### config.mk
export PLATFORM = sky130hd
export DESIGN_NAME = hazard_scoreboard
export DESIGN_NICKNAME = d
export VERILOG_FILES = /design/src/rtl/hazard_scoreboard.sv
export SDC_FILE = /design/constraint.sdc
export NUM_CORES = 1
export LEC_CHECK = 0
export ABC_AREA = 1
export BUFFER_PORTS_ARGS = -buffer_cell sky130_fd_sc_hd__buf_4
export CORE_MARGIN = 2
export CORE_UTILIZATION = 59
export DETAILED_ROUTE_END_ITERATION = 8
export PLACE_DENSITY = 0.75
export SYNTH_ARGS = -nofsm -noshare
export SYNTH_HDL_FRONTEND = slang
export SYNTH_SLANG_ARGS = --single-unit
### constraint.sdc
create_clock -name clk -period 8.7 [get_ports clk]
set_clock_uncertainty 0.05 [all_clocks]
set_input_delay 0.435 -clock clk [delete_from_list [all_inputs] [get_ports clk]]
set_output_delay 0.435 -clock clk [all_outputs]
set_load 0.005 [all_outputs]
### src/rtl/hazard_scoreboard.sv
// ID-stage hazard scoreboard: per-register countdown timers decide whether a
// source operand is still in flight, in forwarding or non-forwarding mode.
module hazard_scoreboard #(
  parameter int REG_ADDR_W = 5,
  parameter int WB_DIST    = 2,
  parameter int LOAD_DIST  = 1,
  parameter int STAT_W     = 32
) (
  input  logic                  clk,
  input  logic                  rst,
  input  logic                  is_forward,
  input  logic                  id_valid,
  input  logic                  single_source,
  input  logic [REG_ADDR_W-1:0] src1,
  input  logic [REG_ADDR_W-1:0] src2,
  input  logic [REG_ADDR_W-1:0] id_dest,
  input  logic                  id_wb_en,
  input  logic                  id_rd_en,
  input  logic                  freeze,
  input  logic                  flush,
  output logic                  hazard_detected,
  output logic [STAT_W-1:0]     stall_count
);

  localparam int         NUM_REGS = 2 ** REG_ADDR_W;
  localparam logic [3:0] WB_LOAD  = 4'(WB_DIST);
  localparam logic [3:0] LD_LOAD  = 4'(LOAD_DIST);

  logic [3:0]          wb_cnt_reg [NUM_REGS];
  logic [3:0]          ld_cnt_reg [NUM_REGS];
  logic [NUM_REGS-1:0] wb_busy;
  logic [NUM_REGS-1:0] ld_busy;
  logic                issue;
  logic                src1_busy;
  logic                src2_busy;
  logic [STAT_W-1:0]   stall_count_reg;
  logic [STAT_W-1:0]   stall_count_next;

  assign issue = id_valid & ~hazard_detected & ~freeze & ~flush;

  genvar gi;
  generate
    for (gi = 0; gi < NUM_REGS; gi++) begin : g_reg
      if (gi == 0) begin : g_zero
        // r0 is hard-wired: never tracked, never busy.
        always_ff @(posedge clk) begin
          wb_cnt_reg[gi] <= 4'd0;
          ld_cnt_reg[gi] <= 4'd0;
        end
        assign wb_busy[gi] = 1'b0;
        assign ld_busy[gi] = 1'b0;
      end else begin : g_track
        logic       hit;
        logic [3:0] wb_dec;
        logic [3:0] ld_dec;
        logic [3:0] ld_floor;
        logic [3:0] wb_next;
        logic [3:0] ld_next;

        assign hit = issue & id_wb_en & (id_dest == REG_ADDR_W'(gi));

        always_comb begin
          wb_dec   = (wb_cnt_reg[gi] != 4'd0) ? wb_cnt_reg[gi] - 4'd1 : 4'd0;
          ld_dec   = (ld_cnt_reg[gi] != 4'd0) ? ld_cnt_reg[gi] - 4'd1 : 4'd0;
          ld_floor = id_rd_en ? LD_LOAD : 4'd0;
          wb_next  = wb_dec;
          ld_next  = ld_dec;
          // A new writer never shortens an older writer's remaining window.
          if (hit) begin
            wb_next = (wb_dec > WB_LOAD) ? wb_dec : WB_LOAD;
            ld_next = (ld_dec > ld_floor) ? ld_dec : ld_floor;
          end
        end

        always_ff @(posedge clk) begin
          if (rst) begin
            wb_cnt_reg[gi] <= 4'd0;
            ld_cnt_reg[gi] <= 4'd0;
          end else if (!freeze) begin
            wb_cnt_reg[gi] <= wb_next;
            ld_cnt_reg[gi] <= ld_next;
          end
        end

        assign wb_busy[gi] = (wb_cnt_reg[gi] != 4'd0);
        assign ld_busy[gi] = (ld_cnt_reg[gi] != 4'd0);
      end
    end
  endgenerate

  always_comb begin
    src1_busy       = is_forward ? ld_busy[src1] : wb_busy[src1];
    src2_busy       = is_forward ? ld_busy[src2] : wb_busy[src2];
    hazard_detected = id_valid & ~flush & (src1_busy | (~single_source & src2_busy));
  end

  always_comb begin
    stall_count_next = stall_count_reg;
    if (id_valid && hazard_detected && !freeze && (stall_count_reg != {STAT_W{1'b1}}))
      stall_count_next = stall_count_reg + 1'b1;
  end

  always_ff @(posedge clk) begin
    if (rst)
      stall_count_reg <= '0;
    else
      stall_count_reg <= stall_count_next;
  end

  assign stall_count = stall_count_reg;

endmodule

==> results by group <==
Outcome
  • Status: completed

Critical path
  • Crit path capture type: register
  • Crit path DAT: 4010 ps
  • Crit path required time: 9090 ps
  • WS Path Type: register to register
  • Max incr delay on CP: 1020 ps
  • CP cell instances: ha_1 > nand3_1 > nor2_1 > inv_1 > nor2_1 > nand3_1 > inv_1 > nand4_1 > nor2_1 > inv_1 > nand3_1 > o21ai_1 > nor2_1
  • CP Max Fanout: 30
  • Worst setup SP type: register
  • RR Startpoint: stall_count[0]$_SDFFE_PP0P_
  • FF-to-FF path depth: 13
  • R2R Path End: stall_count[1]$_SDFFE_PP0P_
  • FF-to-FF setup slack: 5080 ps
  • Critical-path top delay cell: nand3_1
  • Crit path top cell by count: nor2_1

Die
  • DIE HEIGHT: 172 µm
  • Row count: 61
  • Area of the core: 27800 µm²
  • Initial Util: 0.600
  • Chip width: 172 µm
  • Io pins: 57
  • DIE AREA: 29600 µm²

Synthesis
  • Post-Syn Nets: 2119
  • Register bit count reported by yosys: 280
  • Synth cell types: 35
  • Post-synth EDFFs: 248
  • Part of the Yosys area used for sequential elements: 0.485
  • Ys async rst share: 0
  • Syn Inst Count: 2063
  • Synth Warn #: 0
  • Syn_area_per_cell: 8.08 µm²
  • Ys flop type: edfxtp_1
  • Mapped cell area: 16700 µm²

Global routing
  • Global route overflow: 0
  • Vias in the first global route: 13600
  • Tot GR Track Use: 0.288
  • First-pass GRT wire length: 68400 µm
  • Largest net degree at the start of global routing: 98
  • Initial antenna violation count: 0

Power and ir drop
  • Comb pwr share: 0.158
  • Worst vdd ir: 136 µV
  • Switching power: 0.971 mW
  • Cell Pwr Density: 187 nW/µm²
  • Leak: 7.27 nW
  • Int Power: 2.44 mW
  • Sw Share: 0.285
  • Pwr Total: 3.41 mW
  • Reg power frac: 0.483
  • Clock power share: 0.359

Hold path
  • Hold depth: 2
  • Hold Path Class: input pin to register
  • Hold Crit Start: rst
  • Hold Path End: stall_count[29]$_SDFFE_PP0P_

Route
  • Routed Antenna Nets: 0
  • DRT iter0 DRCs: 1478
  • DRC: 0
  • Vias per cell: 5.88
  • Mean routed wirelength per cell: 17.0 µm
  • Final wirelength: 42300 µm
  • DR pass1 iterations: 6
  • Total number of vias: 14600

Placed design
  • Gpl congestion: 0.916
  • Number of port buffers: 56
  • Dpl hpwl: 28400 µm

Clock tree
  • CTS buffer count: 29
  • H-tree levels: 1
  • PostCTS Resize Cnt: 0
  • Root buf cell: clkbuf_16
  • Clk sinks: 280
  • TritonCTS clock tree: done
  • Worst-Skew Late Latency: 560 ps
  • Maximum clock path buffer count: 3
  • Clock slew at reported path FFs: 70 ps
  • # hold bufs at CTS: 0
  • Post-CTS setup buffers: 0

Timing
  • Max-slew headroom: 0.229
  • Peak Freq: 276 MHz
  • RSZ-0062 raised after global routing: no
  • Hold Vio Cnt, Final: 0
  • Worst slew pin tran: 1150 ps
  • Setup violators final: 0
  • Sum Neg Setup Slack: 0 ps
  • Slew Limit Fails: 0
  • Min Tclk post-route: 3620 ps
  • Crit share post-route: 0.417

Cells and area
  • ANT cells: 0
  • Layout cell share with drive strength beyond 1: 0.0653
  • Area growth from synthesis to layout: 9.33%
  • Nets: 2147
  • Fill count: 2375

Job
  • Max cap viols: 0
==> worst max-delay path by stage <==
stage                           startpoint                              end  slack, ps  cells past startpoint
3_3_place_gp                       src2[0]      stall_count[1]$_SDFFE_PP0P_       4870                     17
5_1_grt        stall_count[0]$_SDFFE_PP0P_      stall_count[0]$_SDFFE_PP0P_       4680                     13
6_report       stall_count[0]$_SDFFE_PP0P_      stall_count[1]$_SDFFE_PP0P_       5080                     13
4_1_cts        stall_count[0]$_SDFFE_PP0P_      stall_count[1]$_SDFFE_PP0P_       5110                     13
2_1_floorplan                          rst  ld_cnt_reg[0][10]$_SDFFCE_PN0P_       1980                      3
3_5_place_dp                       src2[0]      stall_count[1]$_SDFFE_PP0P_       4750                     17
==> worst max-delay path: cells and delay by family (launching register included) <==
kind                     cells  cell delay, ps
AO/OA/AOI/OAI                1             420
adder cells (fa/ha/maj)      1             290
buffers and inverters        3             790
flip-flops                   1             370
AND/OR/NAND/NOR              8            1590
==> cell families after synthesis <==
| group | count (synthesis) | share of synthesized area |
|---|---|---|
| AO/OA/AOI/OAI | 343 | 0.119 |
| XOR/XNOR | 37 | 0.0194 |
| adder cells (fa/ha/maj) | 32 | 0.0240 |
| buffers and inverters | 250 | 0.0615 |
| flip-flops | 280 | 0.485 |
| AND/OR/NAND/NOR | 1121 | 0.291 |
==> power groups by stage <==
stage / combinational, mW / sequential (mW) / clock (mW)
finish: 0.538 / 1.65 / 1.22
global placement: 0.510 / 1.67 / 0
floorplan: 0.397 / 1.67 / 0
CTS: 0.532 / 1.64 / 1.24
detailed placement: 0.527 / 1.67 / 0
global route: 0.612 / 1.66 / 1.29
==> metrics by stage <==
step / cells / util / hold WS (ps) / setup WS (ps) / cell area (µm²)
final: 2490 / 0.656 / 231 / 5080 / 18200
after global routing: 2490 / 0.656 / 237 / 4680 / 18200
after CTS: 2490 / 0.656 / 214 / 5110 / 18200
after detailed placement: 2438 / 0.623 / 425 / 4750 / 17300
after global placement: 2438 / 0.623 / 418 / 4870 / 17300
after floorplan: 2063 / - / 418 / 1980 / 16700
==> synth_stat cells (3+ instances only) <==
library cell | count | area share
a2111oi_0 | 29 | 0.015
xor2_1 | 26 | 0.014
a211oi_1 | 47 | 0.021
edfxtp_1 | 248 | 0.45
nor2_2 | 9 | 0.0034
o21ai_1 | 3 | 0.00090
dfxtp_1 | 32 | 0.038
xnor2_1 | 11 | 0.0058
inv_1 | 179 | 0.040
nand4_1 | 54 | 0.020
ha_1 | 32 | 0.024
o31ai_1 | 6 | 0.0027
buf_2 | 16 | 0.0048
nor2_4 | 14 | 0.0095
a21boi_0 | 8 | 0.0036
nand2_1 | 348 | 0.078
nor3_1 | 35 | 0.011
buf_6 | 4 | 0.0027
nor2_1 | 454 | 0.10
and3_1 | 22 | 0.0083
o21ai_0 | 37 | 0.011
nand3_1 | 170 | 0.051
nor4_1 | 9 | 0.0034
buf_1 | 9 | 0.0020
buf_4 | 9 | 0.0041
clkbuf_1 | 28 | 0.0063
inv_2 | 4 | 0.00090
a21oi_1 | 210 | 0.063
==> layout by cell type (no fill, tap or decap) <==
cell / synthesis / layout
and3_1: 22 / 22
buf_4: 9 / 63
o21ai_1: 3 / 3
o21ai_0: 37 / 37
nor3b_1: 2 / 2
clkbuf_1: 28 / 6
nand4_1: 54 / 54
clkinv_2: 0 / 5
nand3_4: 2 / 2
nor2_1: 454 / 453
a211oi_1: 47 / 47
nor2_2: 9 / 9
a21oi_1: 210 / 210
o2111ai_1: 2 / 2
nand3_1: 170 / 170
o31ai_1: 6 / 6
dfxtp_1: 32 / 32
xor2_1: 26 / 26
ha_1: 32 / 32
inv_4: 1 / 1
clkbuf_8: 0 / 2
inv_2: 4 / 3
nand2_4: 1 / 2
nor2_4: 14 / 15
clkinv_4: 0 / 2
inv_6: 0 / 1
nor4_1: 9 / 9
edfxtp_1: 248 / 248
inv_1: 179 / 178
clkbuf_16: 0 / 30
clkinv_1: 0 / 6
or2_2: 1 / 1
a2111oi_0: 29 / 29
o21a_1: 1 / 1
nand2_1: 348 / 347
bufinv_16: 0 / 2
nor3_1: 35 / 35
xnor2_1: 11 / 11
a21boi_0: 8 / 8
==> layout make-up <==
cell class	count	area (µm²)	area share
inverters	184	698	0.0383
clock buffers	38	801	0.0439
multi-input cells	1533	7580	0.416
repair buffers	63	473	0.0259
clock inverters	14	121	0.00666
flip-flops and latches	280	8090	0.444
well taps	378	473	0.0259
==> per-layer routing <==
layer | share of wire | vias up | global-route usage
li1 | - | 7174 | -
met1 | 0.44 | 6828 | 0.401
met5 | 0 | - | 0
met2 | 0.46 | 549 | 0.469
met3 | 0.070 | 90 | 0.0364
met4 | 0.029 | 0 | 0.0972
Note: power is estimated with default switching activity, not from simulation.
